**config.mk**
```make
export PLATFORM = sky130hd
export DESIGN_NAME = gpio_input_conditioner_flat
export DESIGN_NICKNAME = d
export VERILOG_FILES = /design/src/rtl/gpio_input_conditioner_if.sv /design/src/rtl/gpio_input_conditioner.sv /design/src/flat_wrapper.sv
export SDC_FILE = /design/constraint.sdc
export NUM_CORES = 1
export LEC_CHECK = 0
export ABC_CLOCK_PERIOD_IN_PS = 3800
export BUFFER_PORTS_ARGS = -buffer_cell sky130_fd_sc_hd__buf_4
export CORE_UTILIZATION = 45
export CTS_CLUSTER_SIZE = 24
export DETAILED_ROUTE_END_ITERATION = 10
export GPL_TIMING_DRIVEN = 0
export PLACE_DENSITY = 0.64
export SYNTH_ARGS = -nofsm -noshare
export SYNTH_HDL_FRONTEND = slang
export SYNTH_SLANG_ARGS = --single-unit
```
**constraint.sdc**
```tcl
create_clock -name clock -period 3.8 [get_ports clock]
set_input_delay 0.19 -clock clock [delete_from_list [all_inputs] [get_ports clock]]
set_output_delay 0.19 -clock clock [all_outputs]
set_load 0.01 [all_outputs]
```
**src/rtl/gpio_input_conditioner_if.sv**
```systemverilog
// Signal bundle between the pad-side GPIO inputs, the GPIO register block
// and the input conditioner. The conditioner takes the slave modport.
interface gpio_input_conditioner_if #(
    parameter int unsigned GPIO_WIDTH = 3
);
    logic [GPIO_WIDTH-1:0] gpio_raw;
    logic [GPIO_WIDTH-1:0] rise_enable;
    logic [GPIO_WIDTH-1:0] fall_enable;
    logic [GPIO_WIDTH-1:0] irq_clear;
    logic [GPIO_WIDTH-1:0] gpio_stable;
    logic [GPIO_WIDTH-1:0] irq_pending;
    logic                  irq;

    modport master (
        output gpio_raw,
        output rise_enable,
        output fall_enable,
        output irq_clear,
        input  gpio_stable,
        input  irq_pending,
        input  irq
    );

    modport slave (
        input  gpio_raw,
        input  rise_enable,
        input  fall_enable,
        input  irq_clear,
        output gpio_stable,
        output irq_pending,
        output irq
    );
endinterface

```
**src/rtl/gpio_input_conditioner.sv**
```systemverilog
// Per-pin two-flop synchroniser, counter debouncer and edge detector feeding
// sticky write-1-to-clear interrupt-pending bits.
module gpio_input_conditioner #(
    parameter int unsigned GPIO_WIDTH      = 3,
    parameter int unsigned DEBOUNCE_CYCLES = 50000
) (
    input  logic                   clock,
    input  logic                   reset_n,
    gpio_input_conditioner_if.slave bus
);
    localparam int unsigned CNT_W = $clog2(DEBOUNCE_CYCLES + 1);
    localparam logic [CNT_W-1:0] CNT_LAST = CNT_W'(DEBOUNCE_CYCLES - 1);

    logic [GPIO_WIDTH-1:0] sync1_q;
    logic [GPIO_WIDTH-1:0] sync2_q;
    logic [GPIO_WIDTH-1:0] stable_q;
    logic [GPIO_WIDTH-1:0] stable_d;
    logic [GPIO_WIDTH-1:0] pending_q;
    logic [GPIO_WIDTH-1:0] pending_d;
    logic [GPIO_WIDTH-1:0] rise;
    logic [GPIO_WIDTH-1:0] fall;
    logic [GPIO_WIDTH-1:0] set_pend;
    logic [CNT_W-1:0]      cnt_q [GPIO_WIDTH];
    logic [CNT_W-1:0]      cnt_d [GPIO_WIDTH];

    always_ff @(posedge clock or negedge reset_n) begin
        if (!reset_n) begin
            sync1_q   <= '0;
            sync2_q   <= '0;
            stable_q  <= '0;
            pending_q <= '0;
            for (int unsigned i = 0; i < GPIO_WIDTH; i++) begin
                cnt_q[i] <= '0;
            end
        end else begin
            sync1_q   <= bus.gpio_raw;
            sync2_q   <= sync1_q;
            stable_q  <= stable_d;
            pending_q <= pending_d;
            for (int unsigned i = 0; i < GPIO_WIDTH; i++) begin
                cnt_q[i] <= cnt_d[i];
            end
        end
    end

    // Any cycle of agreement restarts the count; the count never passes CNT_LAST.
    always_comb begin
        stable_d = stable_q;
        for (int unsigned i = 0; i < GPIO_WIDTH; i++) begin
            cnt_d[i] = '0;
            if (sync2_q[i] != stable_q[i]) begin
                if (cnt_q[i] == CNT_LAST) begin
                    stable_d[i] = sync2_q[i];
                end else begin
                    cnt_d[i] = cnt_q[i] + CNT_W'(1);
                end
            end
        end
    end

    // Edges come from the debounced level only; a set beats a same-edge clear.
    always_comb begin
        rise      = stable_d & ~stable_q;
        fall      = ~stable_d & stable_q;
        set_pend  = (rise & bus.rise_enable) | (fall & bus.fall_enable);
        pending_d = set_pend | (pending_q & ~bus.irq_clear);
    end

    assign bus.gpio_stable = stable_q;
    assign bus.irq_pending = pending_q;
    assign bus.irq         = |pending_q;
endmodule

```
**src/flat_wrapper.sv**
```systemverilog
// flat-port wrapper written by rule: the top's interface ports become plain ports
module gpio_input_conditioner_flat 
#(
    parameter int unsigned GPIO_WIDTH      = 3,
    parameter int unsigned DEBOUNCE_CYCLES = 50000
)
  (clock, reset_n, bus_gpio_raw, bus_rise_enable, bus_fall_enable, bus_irq_clear, bus_gpio_stable, bus_irq_pending, bus_irq);
  gpio_input_conditioner_if #(.GPIO_WIDTH(GPIO_WIDTH)) bus_i ();
  input  logic clock;
  input  logic reset_n;
  input wire logic [$bits(bus_i.gpio_raw)-1:0] bus_gpio_raw;
  input wire logic [$bits(bus_i.rise_enable)-1:0] bus_rise_enable;
  input wire logic [$bits(bus_i.fall_enable)-1:0] bus_fall_enable;
  input wire logic [$bits(bus_i.irq_clear)-1:0] bus_irq_clear;
  output wire logic [$bits(bus_i.gpio_stable)-1:0] bus_gpio_stable;
  output wire logic [$bits(bus_i.irq_pending)-1:0] bus_irq_pending;
  output wire logic [$bits(bus_i.irq)-1:0] bus_irq;
  assign bus_i.gpio_raw = bus_gpio_raw;
  assign bus_i.rise_enable = bus_rise_enable;
  assign bus_i.fall_enable = bus_fall_enable;
  assign bus_i.irq_clear = bus_irq_clear;
  assign bus_gpio_stable = bus_i.gpio_stable;
  assign bus_irq_pending = bus_i.irq_pending;
  assign bus_irq = bus_i.irq;
  gpio_input_conditioner #(.GPIO_WIDTH(GPIO_WIDTH), .DEBOUNCE_CYCLES(DEBOUNCE_CYCLES)) u_core (.clock(clock), .reset_n(reset_n), .bus(bus_i));
endmodule
```
* Word-level counts from Yosys, hierarchy flattened
Cells that the tools add are included.
Storage, ports and cells: bits in registers 60, bits of input ports 14
Operators by class: add/subtract/negate cells 3, equality and inequality tests 6, bitwise logic cells 10, reduce and logical (&&, ||, !) cells 1, muxes and demuxes 12
Operators with widths (count):
- two-way mux 16 bit | 6
- adder 16 x 1 -> 16 bit, second input constant | 3
- == test 16 bit, second input constant | 3
- bitwise AND 3 bit | 5
- inverter 3 bit | 3
- two-way mux 1 bit | 6
- OR 3 bit | 2
- inequality test 1 bit | 3
- OR reduction 3 bit | 1

* Depth between registers and ports, before layout
Gate-level depths: netlist of the first run.
depth after elaboration 8, mapped depth 6, mapped depth without buffers 5

* Worst setup path after synthesis of the first run
Ideal clock, no wire load.
path kind reg2reg, start register u_core.cnt_q[4] in the netlist's numbering, end register u_core.stable_q[2] (netlist: u_core.bus.gpio_stable[2]), setup time 125 ps, cell stages (with the launch flop) 6, required time 3675 ps, data arrival time 1584 ps, clock period less this slack 1709 ps, path slack 2091 ps, buffers on the path 1, path through dfrtp_1 buf_6 nor4b_1 nand2_1 nor4_1 mux2_2
Between the ends: longest elaborated chain between the ends 3
RTL lines:
- start, declared | line gpio_input_conditioner.sv:23 | logic [CNT_W-1:0] cnt_q [GPIO_WIDTH];
- start signal, assigned by index | line gpio_input_conditioner.sv:41 | cnt_q[i] <= cnt_d[i];
- == test 16 bit | line gpio_input_conditioner.sv:52 | if (cnt_q[i] == CNT_LAST) begin
- two-way mux 1 bit | line gpio_input_conditioner.sv:52
- two-way mux 1 bit | line gpio_input_conditioner.sv:51 | if (sync2_q[i] != stable_q[i]) begin
- net u_core.stable_d[2] | line gpio_input_conditioner.sv:17 | logic [GPIO_WIDTH-1:0] stable_d;
- end signal, assigned | line gpio_input_conditioner.sv:38 | stable_q <= stable_d;
- end, declared | line gpio_input_conditioner.sv:16 | logic [GPIO_WIDTH-1:0] stable_q;
The timed path passes the listed nets, and every way through them passes these cells.

* Worst setup path in the final report of the first run
Same ends and word-level chain as after synthesis.

==> impl_results.md, run 1 <==
* Critical path's largest stage delay at 0.48 ns
* CTS tree: done
* Clock power share at a little over two fifths
* R2R Setup Slk at 1.83 ns
* Library cells used by synthesis at 33
* Crit Path Max Fanout at 7
* Routed WL at 5.01 mm
* Int Power at 1.00 mW
* CP Launch Type: flop
* Dpl cells at 373
* Clk buf depth at 2
* Number of synthesis warnings at 0
* Initial DRC Count at 52
* Most common cell after layout, fill and taps aside: dfrtp_1
* Share of layout cells above drive strength 1 at between 10% and 20%
* Worst r2r src: u_core.cnt_q[4]
* Root Buffer: clkbuf_8
* RD Place Congestion at 0.823
* RSZ-0062 raised after global routing: no
* Placement Rows at 28
* Syn_nets at 295
* N_diodes at 0
* Register area share after synthesis at 53.1%
* Max Clock Freq at 508 MHz
* Total CTS buffers at 9
* Setup repair bufs after CTS at 0
* Die width at 81.2 um
* Buffers added on ports at 20
* Seq cells post-synth at 60
* WHS Endpoint: u_core.bus.irq_pending[2]
* Max Slew Vio Count at 0
* Sink Count at 60
* Max-Cap Viols at 0
* Die Ht at 81.2 um
* Largest net degree at the start of global routing at 61
* First-pass GRT wire length at just over 8 mm
* Core area at 0.00599 mm2
* I/O pin count at 21
* GRT Resource Usage Total at 17.1%
* Power Dens Cells at ~380 mW/mm2
* Via count at around 2000
* Setup skew after layout at 0.0101 ns
* Worst setup margin at around 1.8 ns
* Hpwl dp at between 3 and 4 mm
* H-tree levels at 3
* Worst slew pin tran at around 0.73 ns
* Global route overflow at 0
* Buffers and inverters on the worst path at 1
* Wire per inst at 12.8 um
* Setup TNS at 0 ns
* CP top delay family: simple AND/OR/NAND/NOR gates
* Die area at about 0.0066 mm2
* Worst R2R Path Depth at 5
* Setup violations, final at 0
* Seq pwr share at 52.0%
* Lkg Pwr at 1.40 nW
* Final Non-Filler Cells at 391
* Tmin final at ~2.0 ns
* Hold path cells at 2
* Cell Area, Synth at 0.00283 mm2
* Most frequent cells in the layout: 60 x dfrtp_1, 52 x nor2_1, 30 x xnor2_1
* Post-route DRC at 0
* Slew headroom at 51.6%
* Outcome: finished, final reports clean
* Final instance area at 0.00330 mm2
* Net Switching at approximately 0.27 mW
* Hold path startpoint: bus_irq_clear[2]
* Area Overhead vs Synth at 16.8%
* Peak supply drop at 303 uV
* Switching part of the total at 21.0%
* Final core utilization at a little under three fifths
* CP Class: reg -> reg
* DRT Pass-1 Iters at 5
* Worst EP arrival at 2.18 ns
* Vias in the first global route at 1906
* Combinational power share at under 10%
* HP Class: in -> reg
* CP Data Required Time at 4.02 ns
* Period utilization at 51.8%
* Starting Density at approximately 47%
* Via density at 5.22
* R2R Path End: u_core.bus.gpio_stable[2]
* Initial antenna violation count at 0
* Cells after Synth at 278
* Slowest CP cell: nor4_1
* Area after DPL at between 0.003 and 0.004 mm2
* Clk slew on worst S/H paths at 0.06 ns
* Number of cells on the critical path at 5
* Final net count at 330
* Worst-Skew Late Latency at 0.33 ns
* Final ANT Viol Nets at 0
* Dpl ws at 1.84 ns
* Syn Area/Cell at 10.2 um2
* Final hold vios at 0
* Critical path endpoint category: flop
* CP Cell Sequence: buf_6 -> nor4b_1 -> nand2_1 -> nor4_1 -> mux2_2
-- power groups by stage --
stage	combinational [mW]	sequential (mW)	clock [mW]
after floorplan	0.0221	0.670	0
after global routing	0.0608	0.662	0.605
after global placement	0.0498	0.672	0
after CTS	0.0536	0.661	0.577
after detailed placement	0.0502	0.672	0
final	0.0517	0.661	0.558
-- cell families (layout without fill, tap and decap cells) --
family	after synthesis	in the layout	synth area share [%]
buf+inv	16	54	2.70
simple gates	143	143	25.4
mux	2	2	0.797
compound gates	10	10	2.97
fa+ha+maj	3	3	1.33
flops	60	60	53.1
xor+xnor	44	44	13.6
-- worst reg2reg max path: cells and delay by family, from the launching register on --
kind                   cells  cell delay (ns)
and+or+nand+nor            3             0.96
muxes                      1             0.39
DFF                        1             0.37
buffers and inverters      1             0.13
-- cell usage after synthesis --
library cell	instances	area, um2
or4_1	1	7.51
and4b_1	1	10.0
nor2_1	52	195
nor4bb_1	2	20.0
clkbuf_1	2	7.51
nor3_1	10	50.1
buf_6	2	22.5
and3_1	5	31.3
xor2_1	14	123
a21oi_1	1	5.00
and4_1	1	8.76
nor4b_1	4	35.0
o21ai_0	2	10.0
o2bb2ai_1	1	8.76
nor4_1	11	68.8
o22ai_1	2	12.5
a31oi_1	2	12.5
and3_2	1	7.51
or3b_1	1	8.76
o41ai_4	1	27.5
dfrtp_1	60	1500
mux2_2	2	22.5
or3_1	2	12.5
nand3_1	21	105
nand3b_1	1	7.51
o31ai_1	1	7.51
ha_1	3	37.5
xnor2_1	30	263
and2_1	1	6.26
inv_1	11	41.3
nand2_1	15	56.3
buf_2	1	5.00
nand4_1	14	87.6
-- layer usage --
metal	vias up	part of all wire [%]	GRT usage (%)
met1	982	46	19.8
met4	0	1.2	7.86
met3	6	2.5	6.07
li1	1030	-	-
met5	-	0	0
met2	24	50	28.3
-- how the worst max path moves through the flow --
| stage | startpoint | end |
|---|---|---|
| floorplan | u_core.cnt_q[4] | u_core.bus.gpio_stable[2] |
| global placement | u_core.cnt_q[4] | u_core.bus.gpio_stable[2] |
| detailed placement | u_core.cnt_q[4] | u_core.bus.gpio_stable[2] |
| CTS | u_core.cnt_q[4] | u_core.bus.gpio_stable[2] |
| global route | u_core.cnt_q[4] | u_core.bus.gpio_stable[2] |
| finish | u_core.cnt_q[4] | u_core.bus.gpio_stable[2] |
-- stage by stage --
stage,power (mW),hold WS [ns]
2_1_floorplan,0.692,-0.106
3_3_place_gp,0.722,0.300
3_5_place_dp,0.722,0.301
4_1_cts,1.29,0.0129
5_1_grt,1.33,0.0192
6_report,1.27,0.0300
-- final cells by class --
class / instances / area [um2]
fill: 527 / 2690
sequential: 60 / 1500
multi-input combinational: 202 / 1250
timing repair buffer: 24 / 190
clock buffer: 12 / 155
tap: 75 / 93.8
inverter: 11 / 41.3
clock inverter: 2 / 35.0
buffer: 5 / 35.0
-- repair_timing --
action	4_1_cts	5_1_grt
hold buffers	4	0
hold endpoints to repair	63	0
gates resized for setup	0	0
-- flip-flops by register name, indices dropped and copies added, names as in the netlist --
signal and cells:
u_core.sync1_q 3, u_core.cnt_q 48, u_core.bus.gpio_stable 3, u_core.bus.irq_pending 3
u_core.sync2_q 3
No activity file was read; power rests on OpenSTA's default activity.
==> run 2: changes to the inputs <==
Settings changed: ABC_CLOCK_PERIOD_IN_PS 3800 to 1900.
Clock period 3.8 ns to 1.9 ns, I/O delays scaled along.
==> run 2 against run 1 <==
  * Non-clock buffer count grew 4
  * Setup slack lost 1.7 ns
  * Routed wire length grew 1.5%
  * Worst hold slack gained 0.023 ns
  * Via count shrank 0.34%
  * Total power grew 100%
  * First-iteration DRC count grew 19%
  * Register-to-register slack lost 1.7 ns
  * Critical path depth grew 1
  * Clock skew is essentially flat
  * Largest cell class unchanged
  * Largest power group unchanged
  * Highest routed layer unchanged
==> impl_results.md, run 2 (synthesis results as in run 1) <==
* CP Data Required Time at 2.12 ns (-1.90 ns)
* Largest net degree at the start of global routing at 61 (unchanged)
* Met1 usage at 20.1% (+0.29 points)
* CP Launch Point: u_core.cnt_q[7]
* Placement Rows at 28 (unchanged)
* Die area at 0.00660 mm2 (unchanged)
* Hold path startpoint: bus_rise_enable[0]
* CP Class: reg -> reg
* CTS tree: done
* Starting Density at 47.2% (unchanged)
* Filler Cell Count at 521 (-1.1%)
* Worst R2R Path Depth at 6 (+1)
* Total CTS buffers at 9 (unchanged)
* Initial DRC Count at 62 (+19%)
* HP Class: in -> reg
* Met2 usage at 28.7% (+0.42 points)
* Area of the multi-input gates at 0.00126 mm2 (+1.4%)
* Via density at 5.15 (-1.4%)
* RD Place Congestion at 0.823 (unchanged)
* Share of layout cells above drive strength 1 at 14.4% (+1.7 points)
* Final hold vios at 0 (unchanged)
* CP Launch Type: flop
* Sink Count at 60 (unchanged)
* Root Buffer: clkbuf_8
* Period utilization at 94.5% (+43 points)
* R2R Path End: u_core.cnt_q[8]
* Vias in the first global route at 1919 (+0.68%)
* Worst-Skew Late Latency at 0.33 ns (about the same)
* Lkg Pwr at 1.42 nW (+1.6%)
* Slew headroom at 52.0% (+0.40 points)
* Crit Path Max Fanout at 10 (+3)
* Max reg flops at 48 (unchanged)
* Outcome: finished, final reports clean
* Worst setup margin at 0.105 ns (-1.73 ns)
* Max Slew Vio Count at 0 (unchanged)
* Most common cell after layout, fill and taps aside: dfrtp_1
* Via count at 2035 (-0.34%)
* First-pass GRT wire length at 8.36 mm (+1.1%)
* DRT Pass-1 Iters at 4 (-1)
* Hpwl dp at 3.43 mm (unchanged)
* Most frequent cells in the layout: 60 x dfrtp_1, 52 x nor2_1, 30 x xnor2_1
* Worst EP arrival at 2.02 ns (-0.16 ns)
* Worst slew pin tran at 0.720 ns (-0.00599 ns)
* Routed WL at 5.08 mm (+1.5%)
* Wire per inst at 12.9 um (+0.45%)
* Die width at 81.2 um (unchanged)
* Clk slew on worst S/H paths at 0.06 ns (about the same)
* Die Ht at 81.2 um (unchanged)
* Met3 usage at 5.73% (-0.34 points)
* WHS at 0.0535 ns (+0.0235 ns)
* Register area at 0.00150 mm2 (unchanged)
* Final ANT Viol Nets at 0 (unchanged)
* Global route overflow at 0 (unchanged)
* Setup violations, final at 0 (unchanged)
* I/O pin count at 21 (unchanged)
* Critical path endpoint category: flop
* Busiest grt layer: met2
* Worst r2r src: u_core.cnt_q[7]
* Buffers added on ports at 20 (unchanged)
* Setup skew after layout at 0.00961 ns (-0.000493 ns)
* Max-Cap Viols at 0 (unchanged)
* N_diodes at 0 (unchanged)
* GRT Resource Usage Total at 17.2% (+0.048 points)
* Area Overhead vs Synth at 18.9%
* Max Clock Freq at 557 MHz (+9.6%)
* WHS Endpoint: u_core.bus.irq_pending[0]
* Power Dens Cells at 759 mW/mm2 (+97%)
* Hold path cells at 3 (+1)
* Post-route DRC at 0 (unchanged)
* Dpl ws at -0.0609 ns (-1.90 ns)
* Core area at 0.00599 mm2 (unchanged)
* Tmin final at 1.80 ns (-0.172 ns)
* Final net count at 334 (+1.2%)
* H-tree levels at 3 (unchanged)
* Peak supply drop at 606 uV (+100%)
* Clk buf depth at 2 (unchanged)
* Largest Register: u_core.cnt_q
* Initial antenna violation count at 0 (unchanged)
* R2R Setup Slk at 0.10 ns (-1.73 ns)
==> run 2: cell count changes in the layout (fill, tap and decap cells not counted) <==
cell and delta:
dlygate4sd3_1 +3, buf_4 +2, nand2_1 -2, nand2_2 +2, clkbuf_1 -1, nor4_1 -1
nor4_2 +1, nor4b_1 -1, nor4b_2 +1
==> run 2: how the worst max path moves through the flow <==
stage / depth (start not counted) / to / slack [ns]
after CTS: 4 / u_core.cnt_q[8] / 0.02
final: 6 / u_core.cnt_q[8] / 0.10
after floorplan: 5 / u_core.bus.gpio_stable[2] / 0.19
after global placement: 5 / u_core.bus.gpio_stable[2] / -0.08
after global routing: 7 / u_core.cnt_q[7] / -0.02
after detailed placement: 5 / u_core.bus.gpio_stable[2] / -0.06
==> run 2: critical path: stages (launching register included) <==
cell	delay, ns
dfrtp_1	0.45
nor4b_2	0.31
nand2_1	0.15
o41ai_4	0.36
buf_4	0.21
buf_6	0.15
nor2_1	0.05
==> run 2: power breakdown <==
part | switching (mW) | internal, mW | total, mW
clock | 0.455 | 0.661 | 1.12
combinational | 0.0598 | 0.0507 | 0.111
sequential | 0.0214 | 1.30 | 1.32
==> run 2: routing by layer <==
layer	wire length (um)	part of all wire (%)
met4	48	0.94
met1	2300	45
met5	0	0
met2	2620	52
met3	113	2.2
==> run 2: layout make-up <==
| cell class | count | area share (%) |
|---|---|---|
| Multi-Input combinational cell | 202 | 37.7 |
| Inverter | 11 | 1.23 |
| Sequential cell | 60 | 44.7 |
| Timing Repair Buffer | 29 | 7.00 |
| Clock buffer | 12 | 4.62 |
| Buffer | 4 | 0.931 |
| Clock inverter | 2 | 1.04 |
| Tap cell | 75 | 2.79 |
==> run 2: timing repair <==
| item | CTS | global route |
|---|---|---|
| hold buffers | 7 | 0 |
| setup buffers | 0 | 2 |
| setup endpoints to repair | 21 | 33 |
| hold endpoints to repair | 66 | 0 |
| pin swaps | 1 | 3 |
| resized for setup | 1 | 3 |
==> run 2: stage by stage <==
step	util (%)	instance area (um2)	std cells	TNS (ns)	power (mW)
2_1_floorplan	-	2830	278	0	1.38
6_report	56.1	3360	395	0	2.55
5_1_grt	56.1	3360	395	-0.0543	2.66
3_5_place_dp	51.2	3070	373	-0.714	1.44
3_3_place_gp	51.2	3070	373	-0.547	1.44
4_1_cts	55.6	3330	393	0	2.59
